<file path="config.mk">
export PLATFORM = sky130hd
export DESIGN_NAME = uart_rx_fifo_flat
export DESIGN_NICKNAME = d
export VERILOG_FILES = /design/src/rtl/uart_rx_fifo_if.sv /design/src/rtl/uart_rx_fifo.sv /design/src/flat_wrapper.sv
export SDC_FILE = /design/constraint.sdc
export NUM_CORES = 1
export LEC_CHECK = 0
export ABC_AREA = 1
export ABC_CLOCK_PERIOD_IN_PS = 2350
export BUFFER_PORTS_ARGS = -buffer_cell sky130_fd_sc_hd__buf_2
export CAP_MARGIN = 20
export CORE_MARGIN = 3
export CORE_UTILIZATION = 54
export DETAILED_ROUTE_END_ITERATION = 10
export PLACE_DENSITY = 0.78
export SLEW_MARGIN = 5
export SYNTH_ARGS = -nofsm -noshare
export SYNTH_HDL_FRONTEND = slang
export SYNTH_SLANG_ARGS = --single-unit
</file>
<file path="constraint.sdc">
create_clock -name clk -period 2.35 [get_ports clk]
set_input_delay 0.1175 -clock clk [delete_from_list [all_inputs] [get_ports clk]]
set_output_delay 0.1175 -clock clk [all_outputs]
set_load 0.005 [all_outputs]
</file>
<file path="src/rtl/uart_rx_fifo_if.sv">
// uart_rx_fifo_if: bundles the receive-side strobe, the consumer handshake
// and the status/overflow signals of uart_rx_fifo.
//   slave  : the FIFO itself (takes i_*, drives o_*)
//   master : the environment around it (receiver + consumer)
interface uart_rx_fifo_if #(
   parameter int DLEN  = 8,
   parameter int DEPTH = 16
);
   localparam int CW = $clog2(DEPTH) + 1;

   logic            i_rvalid;
   logic [DLEN-1:0] i_rdata;
   logic            o_tvalid;
   logic            i_tready;
   logic [DLEN-1:0] o_tdata;
   logic [CW-1:0]   o_count;
   logic            o_full;
   logic            o_overflow;
   logic            i_ovf_clr;

   modport slave (
      input  i_rvalid, i_rdata, i_tready, i_ovf_clr,
      output o_tvalid, o_tdata, o_count, o_full, o_overflow
   );

   modport master (
      output i_rvalid, i_rdata, i_tready, i_ovf_clr,
      input  o_tvalid, o_tdata, o_count, o_full, o_overflow
   );
endinterface

</file>
<file path="src/rtl/uart_rx_fifo.sv">
// uart_rx_fifo: receive buffer behind a UART receiver. Each one-cycle
// received-byte strobe is written into a circular buffer; bytes leave over a
// first-word-fall-through valid/ready handshake. The receiver cannot be
// stalled, so a strobe that finds the buffer full (and no read freeing a
// slot) is dropped and recorded in a sticky overflow flag.
// Ports:
//   clk, rstn          clock, asynchronous active-low reset
//   bus.i_rvalid/rdata received-byte strobe and data
//   bus.o_tvalid/tdata head entry available / head entry
//   bus.i_tready       consumer accepts head entry
//   bus.o_count        occupancy 0..DEPTH
//   bus.o_full         occupancy == DEPTH
//   bus.o_overflow     sticky dropped-write flag, cleared by bus.i_ovf_clr
module uart_rx_fifo #(
   parameter int DLEN  = 8,
   parameter int DEPTH = 16
) (
   input  logic            clk,
   input  logic            rstn,
   uart_rx_fifo_if.slave   bus
);
   localparam int AW = $clog2(DEPTH);
   localparam int CW = AW + 1;

   if (DEPTH < 2 || (DEPTH & (DEPTH - 1)) != 0) begin : g_bad_depth
      $error("uart_rx_fifo: DEPTH must be a power of two >= 2");
   end

   logic [DLEN-1:0] mem [DEPTH];
   logic [AW-1:0]   wptr, rptr;
   logic [CW-1:0]   count;
   logic            ovf;
   logic            tvalid, full;
   logic            wr, rd, drop;

   // Status flags come only from registered count, so there is no
   // combinational path from any input to o_tvalid / o_full.
   assign tvalid = (count != '0);
   assign full   = (count == CW'(DEPTH));

   assign rd   = tvalid && bus.i_tready;
   // A read in the same cycle frees the head slot, so a full buffer can
   // still take the incoming byte.
   assign wr   = bus.i_rvalid && (!full || rd);
   assign drop = bus.i_rvalid && full && !rd;

   // Storage carries no reset; contents are qualified by count.
   always_ff @(posedge clk) begin
      if (wr) mem[wptr] <= bus.i_rdata;
   end

   always_ff @(posedge clk or negedge rstn) begin
      if (!rstn) begin
         wptr  <= '0;
         rptr  <= '0;
         count <= '0;
         ovf   <= 1'b0;
      end else begin
         if (wr) wptr <= wptr + AW'(1);
         if (rd) rptr <= rptr + AW'(1);
         if (wr && !rd)      count <= count + CW'(1);
         else if (rd && !wr) count <= count - CW'(1);
         // A drop in the same cycle as a clear keeps the flag set.
         if (drop)               ovf <= 1'b1;
         else if (bus.i_ovf_clr) ovf <= 1'b0;
      end
   end

   assign bus.o_tvalid   = tvalid;
   assign bus.o_tdata    = mem[rptr];
   assign bus.o_count    = count;
   assign bus.o_full     = full;
   assign bus.o_overflow = ovf;

   a_count_max : assert property (@(posedge clk) disable iff (!rstn)
      count <= CW'(DEPTH));
   a_no_empty_rd : assert property (@(posedge clk) disable iff (!rstn)
      rd |-> (count != '0));
endmodule

</file>
<file path="src/flat_wrapper.sv">
// flat-port wrapper written by rule: the top's interface ports become plain ports
module uart_rx_fifo_flat 
#(
   parameter int DLEN  = 8,
   parameter int DEPTH = 16
)
  (clk, rstn, bus_i_rvalid, bus_i_rdata, bus_i_tready, bus_i_ovf_clr, bus_o_tvalid, bus_o_tdata, bus_o_count, bus_o_full, bus_o_overflow);
  uart_rx_fifo_if #(.DLEN(DLEN), .DEPTH(DEPTH)) bus_i ();
  input  logic clk;
  input  logic rstn;
  input wire logic [$bits(bus_i.i_rvalid)-1:0] bus_i_rvalid;
  input wire logic [$bits(bus_i.i_rdata)-1:0] bus_i_rdata;
  input wire logic [$bits(bus_i.i_tready)-1:0] bus_i_tready;
  input wire logic [$bits(bus_i.i_ovf_clr)-1:0] bus_i_ovf_clr;
  output wire logic [$bits(bus_i.o_tvalid)-1:0] bus_o_tvalid;
  output wire logic [$bits(bus_i.o_tdata)-1:0] bus_o_tdata;
  output wire logic [$bits(bus_i.o_count)-1:0] bus_o_count;
  output wire logic [$bits(bus_i.o_full)-1:0] bus_o_full;
  output wire logic [$bits(bus_i.o_overflow)-1:0] bus_o_overflow;
  assign bus_i.i_rvalid = bus_i_rvalid;
  assign bus_i.i_rdata = bus_i_rdata;
  assign bus_i.i_tready = bus_i_tready;
  assign bus_i.i_ovf_clr = bus_i_ovf_clr;
  assign bus_o_tvalid = bus_i.o_tvalid;
  assign bus_o_tdata = bus_i.o_tdata;
  assign bus_o_count = bus_i.o_count;
  assign bus_o_full = bus_i.o_full;
  assign bus_o_overflow = bus_i.o_overflow;
  uart_rx_fifo #(.DLEN(DLEN), .DEPTH(DEPTH)) u_core (.clk(clk), .rstn(rstn), .bus(bus_i));
endmodule
</file>
* Word level (Yosys, flattened, before mapping)
Memory sizes are Yosys's and may differ from the RTL's. Cells that the tools add are included. Widths: inputs -> output; s select.
Storage, ports and cells: flip-flop bits (word level) 14, bits in latches 0, memory bits (writable) 128, bits in read-only memories 0, input port bits 13, output and inout port bits 16, logic and storage cells 29, memories 1
Cells by class: add/subtract/negate cells 4, multiply operators 0, div/mod/pow operators 0, $lt $le $gt $ge 0, eq/ne operators 1, shifts and indexed selects 0, multiplexer cells 6, bitwise gates (word level) 0, reduce and logical (&&, ||, !) cells 13
Memories:
- u_core.mem | words 16, bits a word 8, read ports 1, clocked after memory_dff 0, write ports 1, RTL line uart_rx_fifo.sv:29 | logic [DLEN-1:0] mem [DEPTH];
Operators by type and width (count):
- $mux 5 | 2
- $add 4x1->4 const B | 2
- $logic_and 1x1->1 | 6
- $add 5x1->5 const B | 1
- $eq 5x5->1 const B | 1
- $reduce_bool 5->1 | 1
- $sub 5x1->5 const B | 1
- $mux 1 | 4
- $reduce_bool 2->1 | 2
- $logic_not 1->1 | 3
- $logic_or 1x1->1 | 1

* Logic depth before layout (Yosys ltp)
word-level depth 8, gate-level depth with buffers 15, gate-level depth less buffers 14

* Worst setup path after synthesis
No wires, ideal clock.
path kind flip-flop to flip-flop, start point register u_core.count[0], in the netlist u_core.bus.o_count[0], end point register u_core.count[4], in the netlist u_core.bus.o_count[4], library setup time 117 ps, data arrival time 2071 ps, required time 2233 ps, setup slack 162 ps, cell stages (with the launch flop) 15, buffers on the path 1, period minus slack after synthesis 2188 ps, path through dfrtp_1 nor2_1 nand4_2 nand2_1 buf_2 inv_1 ha_1 inv_1 ha_1 nand2_1 nand3_1 nand3_1 nand2_1 nand2_1 nand2_1
Between the ends: longest elaborated chain between the ends 7, elaborated cells on any way between the ends 15, classes of those cells add/sub (2); eq/ne (1); mux (2); reduce/logical (10)
RTL lines:
- start: declaration | RTL line uart_rx_fifo.sv:31 | logic [CW-1:0] count;
- start signal: assignment | RTL line uart_rx_fifo.sv:61 | if (wr && !rd) count <= count + CW'(1);
- start signal: assignment | RTL line uart_rx_fifo.sv:62 | else if (rd && !wr) count <= count - CW'(1);
- $eq 5x5->1 / $reduce_bool 5->1 (equally long branches) | RTL line uart_rx_fifo.sv:39, uart_rx_fifo.sv:38
- $logic_not 1->1 / $logic_and 1x1->1 (equally long branches) | RTL line uart_rx_fifo.sv:44, uart_rx_fifo.sv:41
- $logic_or 1x1->1 (*) | RTL line uart_rx_fifo.sv:44 | assign wr = bus.i_rvalid && (!full || rd);
- $logic_and 1x1->1 (*) | RTL line uart_rx_fifo.sv:44
- via u_core.wr | RTL line uart_rx_fifo.sv:34 | logic wr, rd, drop;
- $logic_not 1->1 | RTL line uart_rx_fifo.sv:62
- $logic_and 1x1->1 | RTL line uart_rx_fifo.sv:62
- $reduce_bool 2->1 (no source line)
The timed path passes the listed nets; every way through them passes the cells marked *. The select of a mux whose other input is x is not followed. A chain may end at the register's enable or synchronous reset.

* Worst setup path in the final report
start point register u_core.rptr[2], end point output bus_o_tdata[4]
Between the ends: longest elaborated chain between the ends 1
RTL lines:
- start: declaration | RTL line uart_rx_fifo.sv:30 | logic [AW-1:0] wptr, rptr;
- start signal: assignment | RTL line uart_rx_fifo.sv:60 | if (rd) rptr <= rptr + AW'(1);
- $mem_v2 16x8
- end: declaration | RTL line flat_wrapper.sv:16 | output wire logic [$bits(bus_i.o_tdata)-1:0] bus_o_tdata;
Every way passes these cells.

==> results.py <==
metrics = {
    "routing": {
        "drtAntennaViolNets": 0,
        "vias_per_cell": 5.41,
        "drc": 0,
        "drt-total-wl_mm": 14.5,
        "wl_per_cell_um": 17.3,
        "first_pass_iters": 5,
        "vias": 4531,
        "drt_iter0_drc": 601,
    },
    "timing": {
        "tightest_slew_ns": 1.08,
        "min_period_ns": 2.21,
        "hold_viol": 0,
        "finalCritPeriodShare_pct": 94.0,
        "final.setup_skew_ns": 0.00533,
        "finalMaxSlewViolations": 0,
        "fmax_ghz": 0.453,
        "rsz0062_at_grt": "no",
        "tns_ns": 0,
        "setup_violations": 0,
        "relSlewSlack_pct": 27.7,
        "setup_ws_ns": 0.142,
    },
    "min_path": {
        "hp-class": "input port to flop",
    },
    "floorplanning": {
        "num_io_pins": 29,
        "die_h_um": 115,
        "dieArea_um2": 13200,
        "chipWidth_um": 115,
        "core_region_area_um2": 11500,
        "placementRows": 39,
        "initial_utilization_pct": 55.8,
    },
    "placed_design": {
        "portBuffers": 28,
        "dp_cells": 792,
        "pre_cts_slack_ns": 0.0165,
        "dpl_cell_area_um2": 6690,
        "dpl.hpwl_mm": 8.87,
        "place_congestion": 0.879,
    },
    "power": {
        "switching_share_pct": 35.8,
        "p_clk_share_pct": 30.4,
        "switching_power_w": 0.00322,
        "p_leak_nw": 3.20,
        "vdd_ir_drop_max_mv": 0.758,
        "power_frac_seq_pct": 36.4,
        "p_per_area_nw_per_um2": 1210,
        "power.internal_w": 0.00576,
        "p_comb_share_pct": 33.2,
    },
    "setup_path": {
        "start_kind": "flop",
        "end_kind": "output pin",
        "cp_max_fo": 17,
        "critPathArrivalTime_ns": 2.09,
        "crit_top_cell": "nand2_1",
        "cp.required_ns": 2.23,
        "critical_path_class": "flop to output pin",
        "crit_family": "simple AND/OR/NAND/NOR gates",
        "path_cells": "inv_2 -> nor2_8 -> nand3_2 -> nand2_1 -> nor2_1 -> nand2_1 -> nand2_1 -> buf_2",
        "critPathMaxStageDelay_ns": 0.43,
        "path_buf_inv": 2,
        "cp_slowest_cell": "dfrtp_1",
    },
    "finish": {
        "final_common_cell": "nand2_1",
        "stdcell_count": 837,
        "final_area_um2": 7400,
        "layout-drive-gt1-share_pct": 14.6,
        "syn_to_final_growth_pct": 15.2,
        "layout_common_cells": "nand2_1 (238), edfxtp_1 (128), inv_1 (65)",
        "antenna_cells": 0,
        "num-nets-final": 704,
    },
    "clock_network": {
        "cts.sinks": 142,
        "clk_pin_slew_ns": 0.06,
        "cts_tree": "yes",
        "clockBufferDepth": 2,
        "cts_made_buffers": 17,
        "clock_latency_ns": 0.42,
        "root_buffer": "clkbuf_16",
        "htreeDepth": 4,
        "postCtsSetupBuffers": 0,
    },
    "run_status": {
        "status": "completed",
    },
    "synthesis": {
        "netlist_area_um2": 6420,
        "synthXorXnorAreaFrac_pct": 0.545,
        "yosys.area_share.adder_pct": 2.07,
        "syn_avg_cell_area_um2": 10.1,
        "synth_compound_area_share_pct": 0.390,
        "muxShareOfSynthArea_pct": 0,
        "syn-num-nets": 656,
        "yosysWarnings": 0,
        "yosys_register_bits": 142,
        "synth_cell_types": 28,
        "yosysSeqAreaShare_pct": 65.3,
        "synth_top_family_by_area": "simple AND/OR/NAND/NOR gates",
        "yosys.area_share.simple_pct": 24.9,
        "syn_inst": 633,
    },
    "global_routing": {
        "grt_pass1_vias": 4501,
        "antenna_found_initial": 0,
        "globalRoute.totalOverflow": 0,
        "grt_max_degree": 83,
        "grt_pass1_wl_mm": 22.8,
        "gr-usage-all-layers_pct": 23.2,
    },
    "job": {
        "cap_violations": 0,
    },
}
## layer usage
metal | wire (µm) | global-route usage (%) | vias to the layer above
met5 | 0 | 0 | -
met1 | 5710 | 28.2 | 2145
li1 | - | - | 2148
met3 | 1160 | 6.89 | 34
met4 | 350 | 8.92 | 0
met2 | 7270 | 39.0 | 204
## power by group through the flow
stage               clock (W)  combinational [W]  sequential [W]
detailed placement          0            0.00290         0.00330
floorplan                   0            0.00213         0.00321
CTS                   0.00275            0.00295         0.00325
finish                0.00273            0.00298         0.00327
global route          0.00287            0.00335         0.00330
global placement            0            0.00280         0.00328
## Yosys cell counts
master	n	area share (%)
nand2_1	239	14
edfxtp_1	128	60
inv_1	66	3.9
nor2_1	53	3.1
nand3_1	52	4.1
nor3_1	16	1.2
dfrtp_1	14	5.5
buf_2	13	1.0
nand3_2	10	1.6
ha_1	9	1.8
inv_2	4	0.23
clkbuf_1	3	0.18
nand2_2	3	0.29
o21ai_0	3	0.23
buf_4	2	0.23
buf_6	2	0.35
clkbuf_8	2	0.43
nand4_1	2	0.19
xnor2_1	2	0.27
xor2_1	2	0.27
a21oi_1	1	0.078
buf_12	1	0.31
clkbuf_4	1	0.12
clkinv_1	1	0.058
fa_1	1	0.31
nand4_2	1	0.19
nor2_8	1	0.31
o21ai_1	1	0.078
## state kept, by name, indices dropped and copies added (netlist names)
| name | cells |
|---|---|
| u_core.wptr | 4 |
| u_core.mem | 128 |
| u_core.rptr | 4 |
| u_core.bus.o_overflow | 1 |
| u_core.bus.o_count | 5 |
## worst paths after layout
| check | start | end | slack (ns) | cells past startpoint |
|---|---|---|---|---|
| hold reg to reg | u_core.bus.o_overflow | u_core.bus.o_overflow | 0.54 | 2 |
| hold / removal | bus_i_rdata[0] | u_core.mem[0][0] | 0.12 | 1 |
| max in group asynchronous | rstn | u_core.rptr[0] | 1.95 | 2 |
| min in group asynchronous | rstn | u_core.wptr[2] | 0.13 | 2 |
| setup / recovery | u_core.rptr[2] | bus_o_tdata[4] | 0.14 | 8 |
| setup reg to reg | u_core.bus.o_count[1] | u_core.bus.o_count[4] | 0.20 | 13 |
## worst reg2reg max path, delay by kind of cell, from the launching register on
kind	cells	cell delay, ns
AND/OR/NAND/NOR	9	0.93
buffers and inverters	2	0.16
flip-flops	1	0.46
adder cells (fa/ha/maj)	2	0.50
## logic make-up (layout without fill, tap and decap cells)
kind of cell / Yosys count / after routing
compound gates: 5 / 5
xor+xnor: 4 / 4
fa+ha+maj: 10 / 10
buf+inv: 95 / 156
flops: 142 / 142
simple gates: 377 / 377
## final cells by class
| type | instances | area [µm²] |
|---|---|---|
| inverter | 71 | 269 |
| fill | 866 | 4120 |
| clock inverter | 14 | 174 |
| tap | 143 | 179 |
| clock buffer | 18 | 429 |
| multi-input combinational | 396 | 1810 |
| timing repair buffer | 53 | 345 |
| sequential | 142 | 4200 |
## stage by stage
stage / hold slack [ns] / power [W] / util (%)
after floorplan: -0.178 / 0.00535 / -
after global placement: 0.0225 / 0.00608 / 58.1
after detailed placement: 0.0355 / 0.00620 / 58.1
after CTS: 0.109 / 0.00895 / 63.7
after global routing: 0.110 / 0.00952 / 64.2
final: 0.124 / 0.00898 / 64.2
## timing repair
item,in CTS,in global routing
gates resized for setup,0,8
hold endpoints to repair,19,0
hold buffers,4,0
endpoints found under the setup margin,0,10
No activity file was read; power rests on OpenSTA's default activity.
